**src/rtl/mem_stage_ctrl.sv**
```systemverilog
// ============================================================================
// mem_stage_ctrl : memory-stage controller between EX/MEM and the data cache.
//   Buffered stores, hazard-checked loads, ecall cache-clean sequencing.
//   Optional misaligned-access trap: define MEM_MISALIGN_TRAP_EN.
// Revision: 1.0
// ============================================================================
`default_nettype none

module mem_stage_ctrl #(
    parameter int ADDR_W   = 64,
    parameter int DATA_W   = 64,
    parameter int SB_DEPTH = 4
) (
    input  logic                          clk,
    input  logic                          reset,
    input  logic                          req_valid,
    output logic                          req_ready,
    input  logic                          req_load,
    input  logic                          req_store,
    input  logic                          req_clean,
    input  logic [1:0]                    req_size,
    input  logic                          req_signed,
    input  logic [ADDR_W-1:0]             req_addr,
    input  logic [DATA_W-1:0]             req_wdata,
    output logic                          resp_valid,
    input  logic                          resp_ready,
    output logic [DATA_W-1:0]             resp_data,
    output logic                          resp_fault,
    output logic                          dc_req_valid,
    input  logic                          dc_req_ready,
    output logic                          dc_req_write,
    output logic [ADDR_W-1:0]             dc_req_addr,
    output logic [1:0]                    dc_req_size,
    output logic [DATA_W-1:0]             dc_req_wdata,
    input  logic                          dc_resp_valid,
    input  logic [DATA_W-1:0]             dc_resp_rdata,
    output logic                          dc_clean_req,
    input  logic                          dc_clean_done,
    input  logic                          snoop_stall,
    output logic [$clog2(SB_DEPTH):0]     sb_count
);

    localparam int OFF_W = $clog2(DATA_W / 8);
    localparam int PTR_W = $clog2(SB_DEPTH);
    localparam int CNT_W = PTR_W + 1;
    localparam int IDX_W = $clog2(DATA_W);

    localparam logic [2:0] S_IDLE     = 3'd0;
    localparam logic [2:0] S_LD_CHK   = 3'd1;
    localparam logic [2:0] S_LD_ISSUE = 3'd2;
    localparam logic [2:0] S_LD_WAIT  = 3'd3;
    localparam logic [2:0] S_CL_DRAIN = 3'd4;
    localparam logic [2:0] S_CL_WAIT  = 3'd5;
    localparam logic [2:0] S_RESP     = 3'd6;

    logic [2:0]        r_state, w_next;
    logic [ADDR_W-1:0] r_sb_addr  [SB_DEPTH];
    logic [1:0]        r_sb_size  [SB_DEPTH];
    logic [DATA_W-1:0] r_sb_wdata [SB_DEPTH];
    logic [PTR_W-1:0]  r_head, r_tail;
    logic [CNT_W-1:0]  r_count;
    logic [ADDR_W-1:0] r_ld_addr;
    logic [1:0]        r_ld_size;
    logic              r_ld_signed;
    logic              r_dc_valid, r_dc_is_ld, r_outstanding, r_out_is_ld;
    logic              r_dc_write;
    logic [ADDR_W-1:0] r_dc_addr;
    logic [1:0]        r_dc_size;
    logic [DATA_W-1:0] r_dc_wdata;
    logic              r_clean_req;
    logic [DATA_W-1:0] r_resp_data;

    logic w_trap, w_is_cl, w_is_ld, w_is_st, w_sb_full, w_accept, w_push, w_pop;
    logic w_port_free, w_issue_ld, w_issue_st, w_dc_acc, w_ld_ack, w_hazard;
    logic [DATA_W-1:0] w_ld_sh, w_ld_mask, w_ld_data;
    logic [IDX_W-1:0]  w_msb;
    logic              w_ld_sign;

`ifdef MEM_MISALIGN_TRAP_EN
    logic w_misal;
    logic r_resp_fault;

    // Sizes wider than the data bus are always treated as misaligned.
    always_comb begin
        case (req_size)
            2'd0:    w_misal = 1'b0;
            2'd1:    w_misal = req_addr[0];
            2'd2:    w_misal = |req_addr[1:0];
            default: w_misal = |req_addr[2:0];
        endcase
        if (req_size > 2'(OFF_W))
            w_misal = 1'b1;
    end
    assign w_trap     = w_misal;
    assign resp_fault = r_resp_fault;

    always_ff @(posedge clk) begin
        if (reset)
            r_resp_fault <= 1'b0;
        else if (w_accept)
            r_resp_fault <= w_trap & (w_is_ld | w_is_st);
        else if (r_state == S_RESP && resp_ready)
            r_resp_fault <= 1'b0;
    end
`else
    assign w_trap     = 1'b0;
    assign resp_fault = 1'b0;
`endif

    assign w_is_cl   = req_clean;
    assign w_is_ld   = !req_clean && req_load;
    assign w_is_st   = !req_clean && !req_load && req_store;
    assign w_sb_full = (r_count == CNT_W'(SB_DEPTH));
    assign w_accept  = (r_state == S_IDLE) && req_valid && !(w_is_st && !w_trap && w_sb_full);
    assign w_push    = w_accept && w_is_st && !w_trap;

    assign w_port_free = !r_dc_valid && !r_outstanding;
    assign w_issue_ld  = w_port_free && !snoop_stall && (r_state == S_LD_ISSUE);
    assign w_issue_st  = w_port_free && !snoop_stall && (r_state != S_LD_ISSUE) && (r_count != '0);
    assign w_dc_acc    = r_dc_valid && dc_req_ready;
    assign w_ld_ack    = r_outstanding && r_out_is_ld && dc_resp_valid;
    assign w_pop       = r_outstanding && !r_out_is_ld && dc_resp_valid;

    // Entries stay valid until acked, so an in-flight drain still blocks a load.
    always_comb begin
        w_hazard = 1'b0;
        for (int i = 0; i < SB_DEPTH; i++) begin
            if ((CNT_W'(PTR_W'(PTR_W'(i) - r_head)) < r_count) &&
                (r_sb_addr[i][ADDR_W-1:OFF_W] == r_ld_addr[ADDR_W-1:OFF_W]))
                w_hazard = 1'b1;
        end
    end

    always_comb begin
        case (r_ld_size)
            2'd0:    w_msb = IDX_W'(7);
            2'd1:    w_msb = IDX_W'(15);
            2'd2:    w_msb = IDX_W'(31);
            default: w_msb = IDX_W'(DATA_W - 1);
        endcase
        w_ld_sh   = dc_resp_rdata >> {r_ld_addr[OFF_W-1:0], 3'b000};
        w_ld_mask = ~(({DATA_W{1'b1}} << w_msb) << 1);
        w_ld_sign = r_ld_signed & w_ld_sh[w_msb];
        w_ld_data = (w_ld_sh & w_ld_mask) | ({DATA_W{w_ld_sign}} & ~w_ld_mask);
    end

    always_ff @(posedge clk) begin
        if (reset)
            r_state <= S_IDLE;
        else
            r_state <= w_next;
    end

    always_comb begin
        w_next = r_state;
        case (r_state)
            S_IDLE: begin
                if (w_accept) begin
                    if (w_is_cl)                w_next = S_CL_DRAIN;
                    else if (w_is_ld && !w_trap) w_next = S_LD_CHK;
                    else                         w_next = S_RESP;
                end
            end
            S_LD_CHK:   if (!w_hazard)                   w_next = S_LD_ISSUE;
            S_LD_ISSUE: if (w_dc_acc && r_dc_is_ld)      w_next = S_LD_WAIT;
            S_LD_WAIT:  if (w_ld_ack)                    w_next = S_RESP;
            S_CL_DRAIN: if (r_count == '0 && w_port_free) w_next = S_CL_WAIT;
            S_CL_WAIT:  if (dc_clean_done)               w_next = S_RESP;
            S_RESP:     if (resp_ready)                  w_next = S_IDLE;
            default:                                     w_next = S_IDLE;
        endcase
    end

    always_comb begin
        req_ready  = w_accept && !reset;
        resp_valid = (r_state == S_RESP);
    end

    always_ff @(posedge clk) begin
        if (w_push) begin
            r_sb_addr[r_tail]  <= req_addr;
            r_sb_size[r_tail]  <= req_size;
            r_sb_wdata[r_tail] <= req_wdata;
        end
    end

    always_ff @(posedge clk) begin
        if (reset) begin
            r_head        <= '0;
            r_tail        <= '0;
            r_count       <= '0;
            r_ld_addr     <= '0;
            r_ld_size     <= '0;
            r_ld_signed   <= 1'b0;
            r_dc_valid    <= 1'b0;
            r_dc_is_ld    <= 1'b0;
            r_outstanding <= 1'b0;
            r_out_is_ld   <= 1'b0;
            r_dc_write    <= 1'b0;
            r_dc_addr     <= '0;
            r_dc_size     <= '0;
            r_dc_wdata    <= '0;
            r_clean_req   <= 1'b0;
            r_resp_data   <= '0;
        end else begin
            if (w_push)
                r_tail <= r_tail + PTR_W'(1);
            if (w_pop)
                r_head <= r_head + PTR_W'(1);
            case ({w_push, w_pop})
                2'b10:   r_count <= r_count + CNT_W'(1);
                2'b01:   r_count <= r_count - CNT_W'(1);
                default: r_count <= r_count;
            endcase

            if (w_accept && w_is_ld) begin
                r_ld_addr   <= req_addr;
                r_ld_size   <= req_size;
                r_ld_signed <= req_signed;
            end

            // A raised request is held until accepted; new ones only on a free port.
            if (w_dc_acc) begin
                r_dc_valid    <= 1'b0;
                r_outstanding <= 1'b1;
                r_out_is_ld   <= r_dc_is_ld;
            end else if (w_issue_ld) begin
                r_dc_valid <= 1'b1;
                r_dc_is_ld <= 1'b1;
                r_dc_write <= 1'b0;
                r_dc_addr  <= r_ld_addr;
                r_dc_size  <= r_ld_size;
                r_dc_wdata <= '0;
            end else if (w_issue_st) begin
                r_dc_valid <= 1'b1;
                r_dc_is_ld <= 1'b0;
                r_dc_write <= 1'b1;
                r_dc_addr  <= r_sb_addr[r_head];
                r_dc_size  <= r_sb_size[r_head];
                r_dc_wdata <= r_sb_wdata[r_head] << {r_sb_addr[r_head][OFF_W-1:0], 3'b000};
            end
            if (r_outstanding && dc_resp_valid)
                r_outstanding <= 1'b0;

            r_clean_req <= (r_state == S_CL_DRAIN) && (w_next == S_CL_WAIT);

            if (w_accept)
                r_resp_data <= '0;
            else if (r_state == S_LD_WAIT && w_ld_ack)
                r_resp_data <= w_ld_data;
            else if (r_state == S_RESP && resp_ready)
                r_resp_data <= '0;
        end
    end

    assign dc_req_valid = r_dc_valid;
    assign dc_req_write = r_dc_write;
    assign dc_req_addr  = r_dc_addr;
    assign dc_req_size  = r_dc_size;
    assign dc_req_wdata = r_dc_wdata;
    assign dc_clean_req = r_clean_req;
    assign resp_data    = r_resp_data;
    assign sb_count     = r_count;

endmodule

`default_nettype wire

```
**config.mk**
```make
export PLATFORM = sky130hd
export DESIGN_NAME = mem_stage_ctrl
export DESIGN_NICKNAME = d
export VERILOG_FILES = /design/src/rtl/mem_stage_ctrl.sv
export SDC_FILE = /design/constraint.sdc
export NUM_CORES = 1
export LEC_CHECK = 0
export ABC_CLOCK_PERIOD_IN_PS = 5480
export BUFFER_PORTS_ARGS = -buffer_cell sky130_fd_sc_hd__buf_2
export CAP_MARGIN = 20
export CORE_UTILIZATION = 45
export CTS_BUF_LIST = sky130_fd_sc_hd__clkbuf_4
export CTS_CLUSTER_DIAMETER = 60
export DETAILED_ROUTE_END_ITERATION = 10
export GPL_TIMING_DRIVEN = 1
export PLACE_DENSITY = 0.74
export SLEW_MARGIN = 20
export SYNTH_ARGS = -nofsm -noshare
export SYNTH_HDL_FRONTEND = slang
export SYNTH_SLANG_ARGS = --single-unit
export TNS_END_PERCENT = 50
```
**constraint.sdc**
```tcl
create_clock -name clk -period 5.48 [get_ports clk]
set_input_delay 0.822 -clock clk [delete_from_list [all_inputs] [get_ports clk]]
set_output_delay 0.822 -clock clk [all_outputs]
set_load 0.02 [all_outputs]
```
==> run metrics <==
Finish-stage setup viols 0; Max Root-Sink Buffers 3; Post-CTS Setup Inserts 0; design area 42,000 um^2; Mapped Avg Cell Area 13.5 um^2; Die H 281 um; placed insts 3,845; CP Launch Type register; Layout area overhead 19.6%; kind of critical path reg2reg; GRT Util Overall 26.6%; CP max FO 49; final WL 107 mm; critical path data arrival time 4.60 ns; largest net degree at the start of global routing 97; vias per cell 5.74; first-pass GRT wire length 155 mm; CP endpoint kind register; number of synthesized flops with an enable pin 520; status finished clean; #FFs+latches synth 799; achievable frequency 0.271 GHz; core area 77,300 um^2; WL/cell 24.6 um; H-tree depth 4; Slew @ Worst Pin 1.05 ns; row cnt 102; port buffer count 407; WP buf/inv 1; Clock Latency Late Sink 1.09 ns; Initial Utilization 45.4%; vias 25,100; DP HPWL 73.5 mm; # resized after CTS 0; Final Cycle Share 67.3%; synthesized area 35,100 um^2; Synthesized Nets 2,814; FFs w/ async S/R, synth 0%; Hold Vio Cnt, Final 0; setup TNS 0 ns; hold wc startpoint req_addr[23]; Crit-path slowest cell dfxtp_4; TritonCTS buffer count 199; Post-synth top flop edfxtp_1; fin nets 3,359; die width 281 um; PnR worst setup slack 1.79 ns; max-cap violations 0; Req. time, crit path 6.39 ns; Final ANT Viol Nets 0; GPL Wtd Cong 0.962; drt drc 0; Clock Pin Slew Worst Setup and Hold Paths 0.07 ns; Crit path max-delay family simple AND/OR/NAND/NOR gates; HP Class in2reg; RSZ-0062 raised after global routing false; Seq/Total Area, Yosys 60.4%; share of post-route cells with drive strength above 1 29.8%; Slew Viols, Final 0; Top Ports 409; Tmin final 3.69 ns; initial antenna violation count 10; final cell count without fillers 4,370; Yosys cell types 63; placed cell area 37,800 um^2; dpl ws 1.69 ns; Layout Skew 0.109 ns; pwr/cell area 306 nW/um^2; vias in the first global route 24,000; Worst VDD drop 0.222 mV; Cells after Synth 2,598; 1st-pass router iterations 7; die area 79,200 um^2; Synth Warn # 0; CTS tree built; slew margin rel. 30.2%; cell chosen for the clock root clkbuf_4; Filler cells 6,425; Pleak 15.4 nW; CP peak stage delay 0.92 ns; total grt overflow 0; worst-path cell chain mux4_2 -> nor3b_2 -> buf_4 -> and2_1 -> nor2b_1 -> a22oi_1 -> nor2_1; clock sinks 799; iteration-0 DRC count of the detailed router 3,195
kinds of logic (layout without fill, tap and decap cells):
| group | count (synthesis) | in the layout | synth area share [%] |
|---|---|---|---|
| other | 1 | 10 | 0.0107 |
| adders and majority gates | 10 | 10 | 0.378 |
| xor gates and xnor gates | 250 | 250 | 6.24 |
| AOI/OAI and AO/OA | 438 | 438 | 8.57 |
| DFF | 799 | 799 | 60.4 |
| and+or+nand+nor | 535 | 535 | 6.88 |
| muxes | 316 | 316 | 14.3 |
| buffers and inverters | 249 | 972 | 3.21 |
worst reg2reg max path: stages, from the launching register on:
cell and delay (ns):
dfxtp_4 0.92, mux4_2 0.67, nor3b_2 0.20, buf_4 0.49, and2_1 0.46, nor2b_1 0.60, a22oi_1 0.15, nor2_1 0.12
worst paths after layout:
kind	end	cells after the start	slack (ns)
hold / removal	r_sb_addr[0][23]	1	0.10
hold reg to reg	resp_data[9]	2	0.45
setup reg to reg	dc_req_wdata[5]	7	1.79
setup / recovery	dc_req_wdata[5]	7	1.79
flip-flops by register name, indices dropped and copies added, names as in the netlist, 8 cells and up, named ones only:
| signal | cells |
|---|---|
| r_ld_addr | 64 |
| r_sb_size | 8 |
| resp_data | 64 |
| dc_req_addr | 64 |
| dc_req_wdata | 64 |
| r_sb_wdata | 256 |
| r_sb_addr | 256 |
cell usage after synthesis (25+ instances only):
cell type	instances	area share, %
edfxtp_1	520	44
dfxtp_1	279	16
xor2_1	210	5.2
nand2_1	206	2.2
nor2_1	175	1.9
clkbuf_1	161	1.7
a21oi_1	148	2.1
mux4_2	147	9.4
mux2i_1	142	4.0
a211oi_1	82	1.8
a22oi_1	57	1.2
nor4_1	53	0.94
o21ai_0	48	0.68
xnor2_1	40	1.0
buf_2	39	0.56
a221o_1	37	1.1
mux2_2	27	0.87
nor2b_1	25	0.45
power breakdown:
part	total (mW)	internal [mW]	switching, mW
combinational	0.979	0.382	0.596
sequential	6.60	6.49	0.109
clock	5.26	2.72	2.54
total	12.8	9.59	3.25
stage by stage:
stage	hold slack [ns]	util, %	power (mW)
after floorplan	0.450	-	7.22
final	0.104	54.3	12.8
after global placement	0.444	48.9	7.59
after global routing	0.0377	54.3	13.3
after detailed placement	0.446	48.9	7.60
after CTS	0.00241	54.2	12.9
area by class of cell:
type / count / area (um^2) / share of cell area [%]
Inverter: 14 / 52.6 / 0.125
Clock buffer: 322 / 2420 / 5.76
Sequential cell: 799 / 21200 / 50.5
Timing Repair Buffer: 579 / 3770 / 8.99
Tap cell: 1040 / 1300 / 3.10
Multi-Input combinational cell: 1550 / 12900 / 30.6
Clock inverter: 57 / 349 / 0.831
Antenna cell: 9 / 22.5 / 0.0536
layer usage:
metal,GRT usage (%),part of all wire (%)
met5,0,0.053
met4,9.96,3.3
met3,6.27,10
met2,42.0,48
met1,35.9,39
cells in the final DEF (no fill, tap or decap), types with 82 or more instances in the layout:
| master | instances |
|---|---|
| buf_2 | 406 |
| nand2_1 | 205 |
| xor2_1 | 210 |
| a21oi_1 | 147 |
| clkbuf_4 | 322 |
| mux2i_1 | 142 |
| mux4_2 | 146 |
| a211oi_1 | 82 |
| edfxtp_1 | 520 |
| dfxtp_1 | 274 |
| dlygate4sd3_1 | 135 |
| nor2_1 | 174 |
repair_timing:
action,CTS,global route
hold endpoints to repair,548,0
endpoints found under the setup margin,0,0
hold buffers,135,0
Note: power is estimated with default switching activity, not from simulation.
